$ cat src/rtl/i2c_slave_teddy.sv
// i2c_slave_teddy: I2C responder with filtered SCL/SDA, 7-bit address match, write byte stream and show-ahead FIFO reads.
// Define I2C_SLAVE_STRETCH_EN to hold SCL low on an empty FIFO instead of sending 0xFF.
module i2c_slave_teddy #(
    parameter int FILT = 3
) (
    input  logic       clk,
    input  logic       n_rst,
    input  logic [6:0] dev_addr,
    input  logic       scl_i,
    input  logic       sda_i,
    output logic       scl_oen,
    output logic       sda_oen,
    input  logic [7:0] data_in,
    input  logic       tx_empty,
    output logic       rd_req,
    output logic [7:0] out_data,
    output logic       out_ena,
    output logic       out_first,
    output logic       busy,
    output logic       r_nw,
    output logic       underrun
);
    typedef enum logic [3:0] {IDLE, ADDR, ADDR_ACK, IGNORE, WR_BYTE, WR_ACK, RD_BYTE, RD_ACK, STRETCH} state_t;
    state_t state;
    logic [1:0] scl_s, sda_s;
    logic [FILT-1:0] scl_h, sda_h;
    logic scl_f, sda_f, scl_n, sda_n;
    logic scl_rise, scl_fall, start, stop, need_byte;
    logic [2:0] cnt;
    logic [6:0] sh, tx_sh;
    logic match, first;

    // a level is accepted only once the whole history window agrees
    assign scl_n = &scl_h ? 1'b1 : (|scl_h ? scl_f : 1'b0);
    assign sda_n = &sda_h ? 1'b1 : (|sda_h ? sda_f : 1'b0);
    assign scl_rise = scl_n & ~scl_f;
    assign scl_fall = ~scl_n & scl_f;
    assign start = scl_f & scl_n & sda_f & ~sda_n;
    assign stop = scl_f & scl_n & ~sda_f & sda_n;
    assign need_byte = state == STRETCH || (scl_fall && (state == RD_ACK || (state == ADDR_ACK && sda_oen && r_nw)));

    always_ff @(posedge clk or negedge n_rst) begin
        if (!n_rst) begin
            scl_s <= '1;
            sda_s <= '1;
            scl_h <= '1;
            sda_h <= '1;
            scl_f <= 1'b1;
            sda_f <= 1'b1;
        end else begin
            scl_s <= {scl_s[0], scl_i};
            sda_s <= {sda_s[0], sda_i};
            scl_h <= FILT'({scl_h, scl_s[1]});
            sda_h <= FILT'({sda_h, sda_s[1]});
            scl_f <= scl_n;
            sda_f <= sda_n;
        end
    end

    always_ff @(posedge clk or negedge n_rst) begin
        if (!n_rst) begin
            state <= IDLE;
            cnt <= '0;
            sh <= '0;
            tx_sh <= '0;
            match <= 1'b0;
            first <= 1'b0;
            sda_oen <= 1'b0;
            rd_req <= 1'b0;
            out_data <= '0;
            out_ena <= 1'b0;
            out_first <= 1'b0;
            busy <= 1'b0;
            r_nw <= 1'b0;
            underrun <= 1'b0;
        end else begin
            rd_req <= 1'b0;
            out_ena <= 1'b0;
            out_first <= 1'b0;
            underrun <= 1'b0;
            case (state)
                ADDR: if (scl_rise) begin
                    sh <= {sh[5:0], sda_f};
                    cnt <= cnt + 3'd1;
                    if (cnt == 3'd6) match <= {sh[5:0], sda_f} == dev_addr;
                    if (cnt == 3'd7) state <= ADDR_ACK;
                end
                // sda_oen doubles as the phase marker: first fall starts the ACK, second ends it
                ADDR_ACK: if (scl_fall) begin
                    if (!sda_oen) begin
                        if (match) begin
                            sda_oen <= 1'b1;
                            busy <= 1'b1;
                            r_nw <= sh[0];
                            first <= 1'b1;
                        end else
                            state <= IGNORE;
                    end else begin
                        sda_oen <= 1'b0;
                        state <= WR_BYTE;
                    end
                end
                WR_BYTE: if (scl_rise) begin
                    sh <= {sh[5:0], sda_f};
                    cnt <= cnt + 3'd1;
                    if (cnt == 3'd7) begin
                        state <= WR_ACK;
                        out_ena <= 1'b1;
                        out_data <= {sh, sda_f};
                        out_first <= first;
                        first <= 1'b0;
                    end
                end
                WR_ACK: if (scl_fall) begin
                    sda_oen <= !sda_oen;
                    if (sda_oen) state <= WR_BYTE;
                end
                RD_BYTE: if (scl_fall) begin
                    cnt <= cnt + 3'd1;
                    tx_sh <= {tx_sh[5:0], 1'b1};
                    sda_oen <= cnt == 3'd7 ? 1'b0 : !tx_sh[6];
                    if (cnt == 3'd7) state <= RD_ACK;
                end
                RD_ACK: if (scl_rise && sda_f) state <= IGNORE;
                default: ;
            endcase
            if (need_byte) begin
                cnt <= '0;
                rd_req <= !tx_empty;
                sda_oen <= !tx_empty && !data_in[7];
`ifdef I2C_SLAVE_STRETCH_EN
                state <= tx_empty ? STRETCH : RD_BYTE;
                tx_sh <= data_in[6:0];
`else
                state <= RD_BYTE;
                underrun <= tx_empty;
                tx_sh <= tx_empty ? 7'h7F : data_in[6:0];
`endif
            end
            if (start) begin
                state <= ADDR;
                cnt <= '0;
                sda_oen <= 1'b0;
            end
            if (stop) begin
                state <= IDLE;
                sda_oen <= 1'b0;
                busy <= 1'b0;
            end
        end
    end

`ifdef I2C_SLAVE_STRETCH_EN
    // SCL is let go one clk after the load that ends the stretch
    always_ff @(posedge clk or negedge n_rst) begin
        if (!n_rst)
            scl_oen <= 1'b0;
        else
            scl_oen <= !start && !stop && (state == STRETCH || (need_byte && tx_empty));
    end
`else
    assign scl_oen = 1'b0;
`endif
endmodule

$ cat config.mk
export PLATFORM = sky130hd
export DESIGN_NAME = i2c_slave_teddy
export DESIGN_NICKNAME = d
export VERILOG_FILES = /design/src/rtl/i2c_slave_teddy.sv
export SDC_FILE = /design/constraint.sdc
export NUM_CORES = 1
export LEC_CHECK = 0
export ABC_AREA = 1
export ABC_CLOCK_PERIOD_IN_PS = 3100
export BUFFER_PORTS_ARGS = -buffer_cell sky130_fd_sc_hd__buf_2
export CORE_ASPECT_RATIO = 0.6
export CORE_MARGIN = 10
export CORE_UTILIZATION = 55
export DETAILED_ROUTE_END_ITERATION = 7
export GPL_ROUTABILITY_DRIVEN = 0
export GPL_TIMING_DRIVEN = 0
export PLACE_DENSITY = 0.82
export SYNTH_ARGS = -nofsm -noshare
export SYNTH_HDL_FRONTEND = slang
export SYNTH_SLANG_ARGS = --single-unit
export TNS_END_PERCENT = 100
$ cat constraint.sdc
create_clock -name clk -period 3.1 [get_ports clk]
set_input_delay 0.155 -clock clk [delete_from_list [all_inputs] [get_ports clk]]
set_output_delay 0.155 -clock clk [all_outputs]
set_load 0.05 [all_outputs]
After elaboration in Yosys (flattened, before gate mapping). Cells that the tools add are included.

Bitwise operators: 12. Equal/unequal tests: 29. Add/subtract/negate cells: 1. Reduce and logical (&&, ||, !) cells: 35. Mux-type cells: 55.

Operators by type and width (count): 2-to-1 mux 4 bit (15); != test 5 bit, second input constant (9); 2-to-1 mux 1 bit (28); 2-to-1 mux 7 bit (4); one-hot mux 4 bit (6 select lines) (1); == test 4 x 3 -> 1 bit, second input constant (4); AND reduction 3 bit (5); 2-to-1 mux 3 bit (4); AND reduction 12 bit (1); AND reduction 4 bit (3); nonzero test 2 bit (6); != test 2 bit, second input constant (5); nonzero test 9 bit (1); bitwise AND 1 bit (7); == test 7 bit (1); == test 3 bit, second input constant (2); != test 6 bit, second input constant (1); one-hot mux 3 bit (2 select lines) (1); AND reduction 6 bit (1); nonzero test 6 bit (1); OR reduction 3 bit (2); logical AND 1 bit (5); != test 5 x 4 -> 1 bit, second input constant (1); NOT 1 bit (5); 14 further kinds (19).

Output and inout port bits: 16. Flip-flop bits (word level): 50. Input port bits: 20.

Depth between registers and ports, before layout.
Word-level depth: 10. Mapped depth: 12. Gate-level depth less buffers: 11.

Worst setup path before layout. Ideal clock, no wire load.

Kind: register to register. Start point: reg sda_oen. End point: reg sda_oen. Buffers on the path: 0. Required time: 2.981 ns. Cell stages (with the launch flop): 8. Period minus slack after synthesis: 1.547 ns. Arrival time: 1.428 ns. Setup slack: 1.553 ns. Cells stage by stage: dfrtp_1 nand4_4 nand2_8 nand2_4 nand2_4 nand2_2 nand3_1 nand2_1.

Longest elaborated chain between the ends: 8. Elaborated cells on any way between the ends: 18. Classes of those cells: eq/ne (3); mux (7); reduce/logical (8).

RTL lines: from (decl) (line 12) `output logic sda_oen,`; from (signal assigned) (line 115) `sda_oen <= !sda_oen;`; from (signal assigned) (line 121) `sda_oen <= cnt == 3'd7 ? 1'b0 : !tx_sh[6];`; from (signal assigned) (line 130) `sda_oen <= !tx_empty && !data_in[7];`; parallel branches: the longest is 8 deep, another holds one-hot mux 1 bit (3 select lines).

Several ways; the timed one is not identified. The select of a mux whose other input is x is not followed. A chain may end at the register's enable or synchronous reset.

Worst setup path in the final report.
Start point: reg scl_h[1]. End point: reg cnt[1].

Longest elaborated chain between the ends: 9. Elaborated cells on any way between the ends: 18. Classes of those cells: eq/ne (2); mux (4); bitwise (6); reduce/logical (6).

RTL lines: from (decl) (line 26) `logic [FILT-1:0] scl_h, sda_h;`; from (signal assigned) (line 53) `scl_h <= FILT'({scl_h, scl_s[1]});`; OR reduction 3 bit (line 34) `assign scl_n = &scl_h ? 1'b1 : (|scl_h ? scl_f : 1'b0);`; 2-to-1 mux 1 bit (line 34); 2-to-1 mux 1 bit (*) (line 34); parallel branches: the longest is 6 deep, another holds != test 4 bit; to (signal assigned) (line 84) `cnt <= cnt + 3'd1;`; to (signal assigned) (line 105) `cnt <= cnt + 3'd1;`; to (signal assigned) (line 119) `cnt <= cnt + 3'd1;`; to (decl) (line 29) `logic [2:0] cnt;`.

Every way passes the cells marked *.

==> out/summary.json <==
{
  "setup.reg_to_reg.worst_slack": {"value": 1380, "unit": "ps"},
  "vias_per_cell": {"value": 5.03},
  "library_cell_occupying_the_most_area_in_the_post_synthesis_netlist": {"value": "sky130_fd_sc_hd__dfrtp_1"},
  "clock_insertion_delay_worst_skew": {"value": 310, "unit": "ps"},
  "hold_crit_class": {"value": "in -> async"},
  "drive_above_1_share": {"value": 27.9, "unit": "%"},
  "timing.reg2reg.worst_path_depth": {"value": 8},
  "cellInternalPower": {"value": 1.18, "unit": "mW"},
  "final-hold-violation-count": {"value": 0},
  "portBuffers": {"value": 34},
  "die_w": {"value": 106, "unit": "um"},
  "ys_ff_latch": {"value": 49},
  "cp_max_fo": {"value": 5},
  "finalCriticalPeriod": {"value": 1720, "unit": "ps"},
  "grt_start_max_net_pins": {"value": 50},
  "clk_path_buf_depth": {"value": 2},
  "cp.required": {"value": 3300, "unit": "ps"},
  "p_per_area": {"value": 712, "unit": "nW/um^2"},
  "rows": {"value": 18},
  "first_global_vias": {"value": 1884},
  "postRouteAntennaNets": {"value": 0},
  "slew_viol_final": {"value": 0},
  "drt_wl_total": {"value": 5.00, "unit": "mm"},
  "synth_flop_cell": {"value": "sky130_fd_sc_hd__dfrtp_1"},
  "placed_cell_area": {"value": 2690, "unit": "sq um"},
  "synth_enable_flop_cells": {"value": 0},
  "timing.rr.end": {"value": "cnt[1]$_DFFE_PN0P_"},
  "comb_power_share": {"value": 38.8, "unit": "%"},
  "path_clk_slew": {"value": 90, "unit": "ps"},
  "post_cts_resize_count": {"value": 0},
  "final_net_count": {"value": 345},
  "ant_cells": {"value": 0},
  "clock-root-buffer": {"value": "sky130_fd_sc_hd__clkbuf_8"},
  "launching_instance_or_port_of_the_critical_path": {"value": "scl_h[1]$_DFF_PN1_"},
  "areaGrowthSynthToFinish": {"value": 14.2, "unit": "%"},
  "antenna_violations_before_repair": {"value": 0},
  "layout_worst_path_cycle_share": {"value": 55.4, "unit": "%"},
  "async_reset_ff_share": {"value": 100, "unit": "%"},
  "place.detailed.hpwl": {"value": 3.86, "unit": "mm"},
  "post-synth-top-count-cell": {"value": "sky130_fd_sc_hd__nand2_1"},
  "drcViolationCount": {"value": 0},
  "synthDistinctLibCells": {"value": 36},
  "grt.met1_usage": {"value": 18.6, "unit": "%"},
  "ctsHtreeMaxLevel": {"value": 2},
  "share_seq_of_total_power": {"value": 43.0, "unit": "%"},
  "design.core.area": {"value": 4190, "unit": "sq um"},
  "vertical_die_dimension": {"value": 71.6, "unit": "um"},
  "max_cap_violations": {"value": 0},
  "route.vias.total": {"value": 1928},
  "synth_area": {"value": 2440, "unit": "sq um"},
  "grt_setup_unrepaired": {"value": "false"},
  "globalRoute.totalOverflow": {"value": 0},
  "postCtsHoldBufs": {"value": 2},
  "share_of_the_yosys_chip_area_belonging_to_registers": {"value": 50.8, "unit": "%"},
  "r2r_start": {"value": "scl_h[1]$_DFF_PN1_"},
  "share_clk_of_total_power": {"value": 18.3, "unit": "%"},
  "max_slew.worst_pin.slew": {"value": 1020, "unit": "ps"},
  "synthCells": {"value": 279},
  "synth_area_per_cell": {"value": 8.75, "unit": "sq um"},
  "detail_route.first_pass.iterations": {"value": 6},
  "grt_first_pass_wirelength": {"value": 8.60, "unit": "mm"},
  "grt.total_usage": {"value": 13.8, "unit": "%"},
  "critPathCapture": {"value": "cnt[1]$_DFFE_PN0P_"},
  "setup_total_negative_slack": {"value": 0, "unit": "ps"},
  "first_iter_violations": {"value": 158},
  "yosys-top-cells-area": {"value": "sky130_fd_sc_hd__dfrtp_1 38%, sky130_fd_sc_hd__dfstp_2 13%, sky130_fd_sc_hd__nand2_1 11%, sky130_fd_sc_hd__inv_1 4.8%, sky130_fd_sc_hd__o21ai_0 3.5%"},
  "total_leakage_power": {"value": 1.46, "unit": "nW"},
  "outcome": {"value": "completed"},
  "tritoncts_num_sinks": {"value": 49},
  "p_switching": {"value": 807, "unit": "uW"},
  "grt.met2_usage": {"value": 20.2, "unit": "%"},
  "max_freq": {"value": 582, "unit": "MHz"},
  "skew": {"value": 8.97, "unit": "ps"},
  "initial_utilization": {"value": 58.3, "unit": "%"},
  "synth.net_count": {"value": 302},
  "grt_most_used_layer": {"value": "met2"},
  "timing.critical_path.to_type": {"value": "flip-flop"},
  "final_design_area_no_fill": {"value": 2790, "unit": "sq um"},
  "yosysWarnings": {"value": 0},
  "io_pins": {"value": 36},
  "grt.met3_usage": {"value": 4.29, "unit": "%"},
  "power.ir.vdd_worst": {"value": 0.427, "unit": "mV"},
  "cts_post_setup_buffers_inserted": {"value": 0},
  "synth_top_area_share": {"value": 37.9, "unit": "%"},
  "numCtsBuffers": {"value": 5},
  "cp-start-kind": {"value": "flip-flop"},
  "swShare": {"value": 40.6, "unit": "%"},
  "wl_per_cell": {"value": 13.1, "unit": "um"},
  "post-layout-total-power": {"value": 1.99, "unit": "mW"},
  "slew-limit-headroom": {"value": 31.8, "unit": "%"},
  "finalSetupViolCount": {"value": 0},
  "critical_path_class": {"value": "reg -> reg"},
  "clock_tree_from_tritoncts": {"value": "yes"},
  "dieArea": {"value": 7590, "unit": "sq um"},
  "yosys-top-cells-count": {"value": "72 x sky130_fd_sc_hd__nand2_1, 37 x sky130_fd_sc_hd__dfrtp_1, 31 x sky130_fd_sc_hd__inv_1"},
  "worst_ep_arrival_time": {"value": 1920, "unit": "ps"}
}
-- cell usage in the layout, fill, tap and decap left out, types with 7 or more instances in the layout --
cell type                 synthesis  routed
sky130_fd_sc_hd__nand2_1         72      72
sky130_fd_sc_hd__dfrtp_1         37      37
sky130_fd_sc_hd__buf_2            2      36
sky130_fd_sc_hd__inv_1           31      31
sky130_fd_sc_hd__nor2_1          19      19
sky130_fd_sc_hd__o21ai_0         17      17
sky130_fd_sc_hd__nand3_1         16      16
sky130_fd_sc_hd__dfstp_2         12      12
sky130_fd_sc_hd__a21oi_1          9       9
sky130_fd_sc_hd__o21ai_2          8       8
sky130_fd_sc_hd__nand4_1          7       7
sky130_fd_sc_hd__o21ai_1          7       7
-- logic make-up after synthesis --
group | after synthesis | share of synthesized area [%]
AO/OA/AOI/OAI | 45 | 11.3
buffers and inverters | 43 | 7.48
adder cells (fa/ha/maj) | 3 | 1.54
AND/OR/NAND/NOR | 131 | 26.1
flip-flops | 49 | 50.8
XOR/XNOR | 7 | 2.51
other | 1 | 0.154
-- per-layer routing --
layer  vias up  part of all wire, %
met5         -                    0
met4         0                  1.3
met3         6                  8.6
met2        69                   42
met1       872                   48
li1        981                    -
-- critical path: stages (launching register included) --
cell and delay [ps]:
sky130_fd_sc_hd__dfstp_2 560, sky130_fd_sc_hd__nor2_1 60, sky130_fd_sc_hd__a21oi_1 230, sky130_fd_sc_hd__nand2_1 210
sky130_fd_sc_hd__a21boi_2 240, sky130_fd_sc_hd__nand2_1 70, sky130_fd_sc_hd__nand2_1 100, sky130_fd_sc_hd__nand2_1 90
sky130_fd_sc_hd__nand2_1 50
-- power groups by stage --
stage,clock (mW),sequential [mW],combinational (mW)
after CTS,0.375,0.852,0.769
after floorplan,0,0.895,0.548
after global routing,0.406,0.870,0.878
after global placement,0,0.860,0.729
after detailed placement,0,0.863,0.762
final,0.363,0.853,0.770
-- worst min path at each step --
stage	start	to	slack [ps]
final	n_rst	sh[4]$_DFFE_PN0P_	10
after global routing	n_rst	sh[3]$_DFFE_PN0P_	90
after CTS	n_rst	out_data[4]$_DFFE_PN0P_	60
after detailed placement	sda_i	sda_s[0]$_DFF_PN1_	260
after global placement	sda_i	sda_s[0]$_DFF_PN1_	260
after floorplan	n_rst	busy$_DFFE_PN0P_	-140
-- metrics by stage --
step | utilization [%] | hold slack (ps) | cells | setup slack [ps]
2_1_floorplan | - | -141 | 279 | 1550
3_3_place_gp | 64.1 | 261 | 373 | 1450
3_5_place_dp | 64.1 | 261 | 373 | 1350
4_1_cts | 66.6 | 57.3 | 383 | 1360
5_1_grt | 66.6 | 85.9 | 383 | 1230
6_report | 66.6 | 11.4 | 383 | 1380
-- final cells by class --
cell class	instances	area (sq um)
Buffer	5	36.3
Clock inverter	2	10.0
Multi-Input combinational cell	187	1020
Inverter	38	146
Timing Repair Buffer	36	190
Clock buffer	6	72.6
Tap cell	60	75.1
Sequential cell	49	1240
Fill cell	361	1400
-- registers in the layout (all words and copies together), names as in the netlist --
name / flops
busy: 1
cnt: 3
first: 1
match: 1
out_data: 8
out_ena: 1
out_first: 1
r_nw: 1
rd_req: 1
scl_f: 1
scl_h: 3
scl_s: 2
sda_f: 1
sda_h: 3
sda_oen: 1
sda_s: 2
sh: 7
state: 3
tx_sh: 7
underrun: 1
Note: power is estimated with default switching activity, not from simulation.
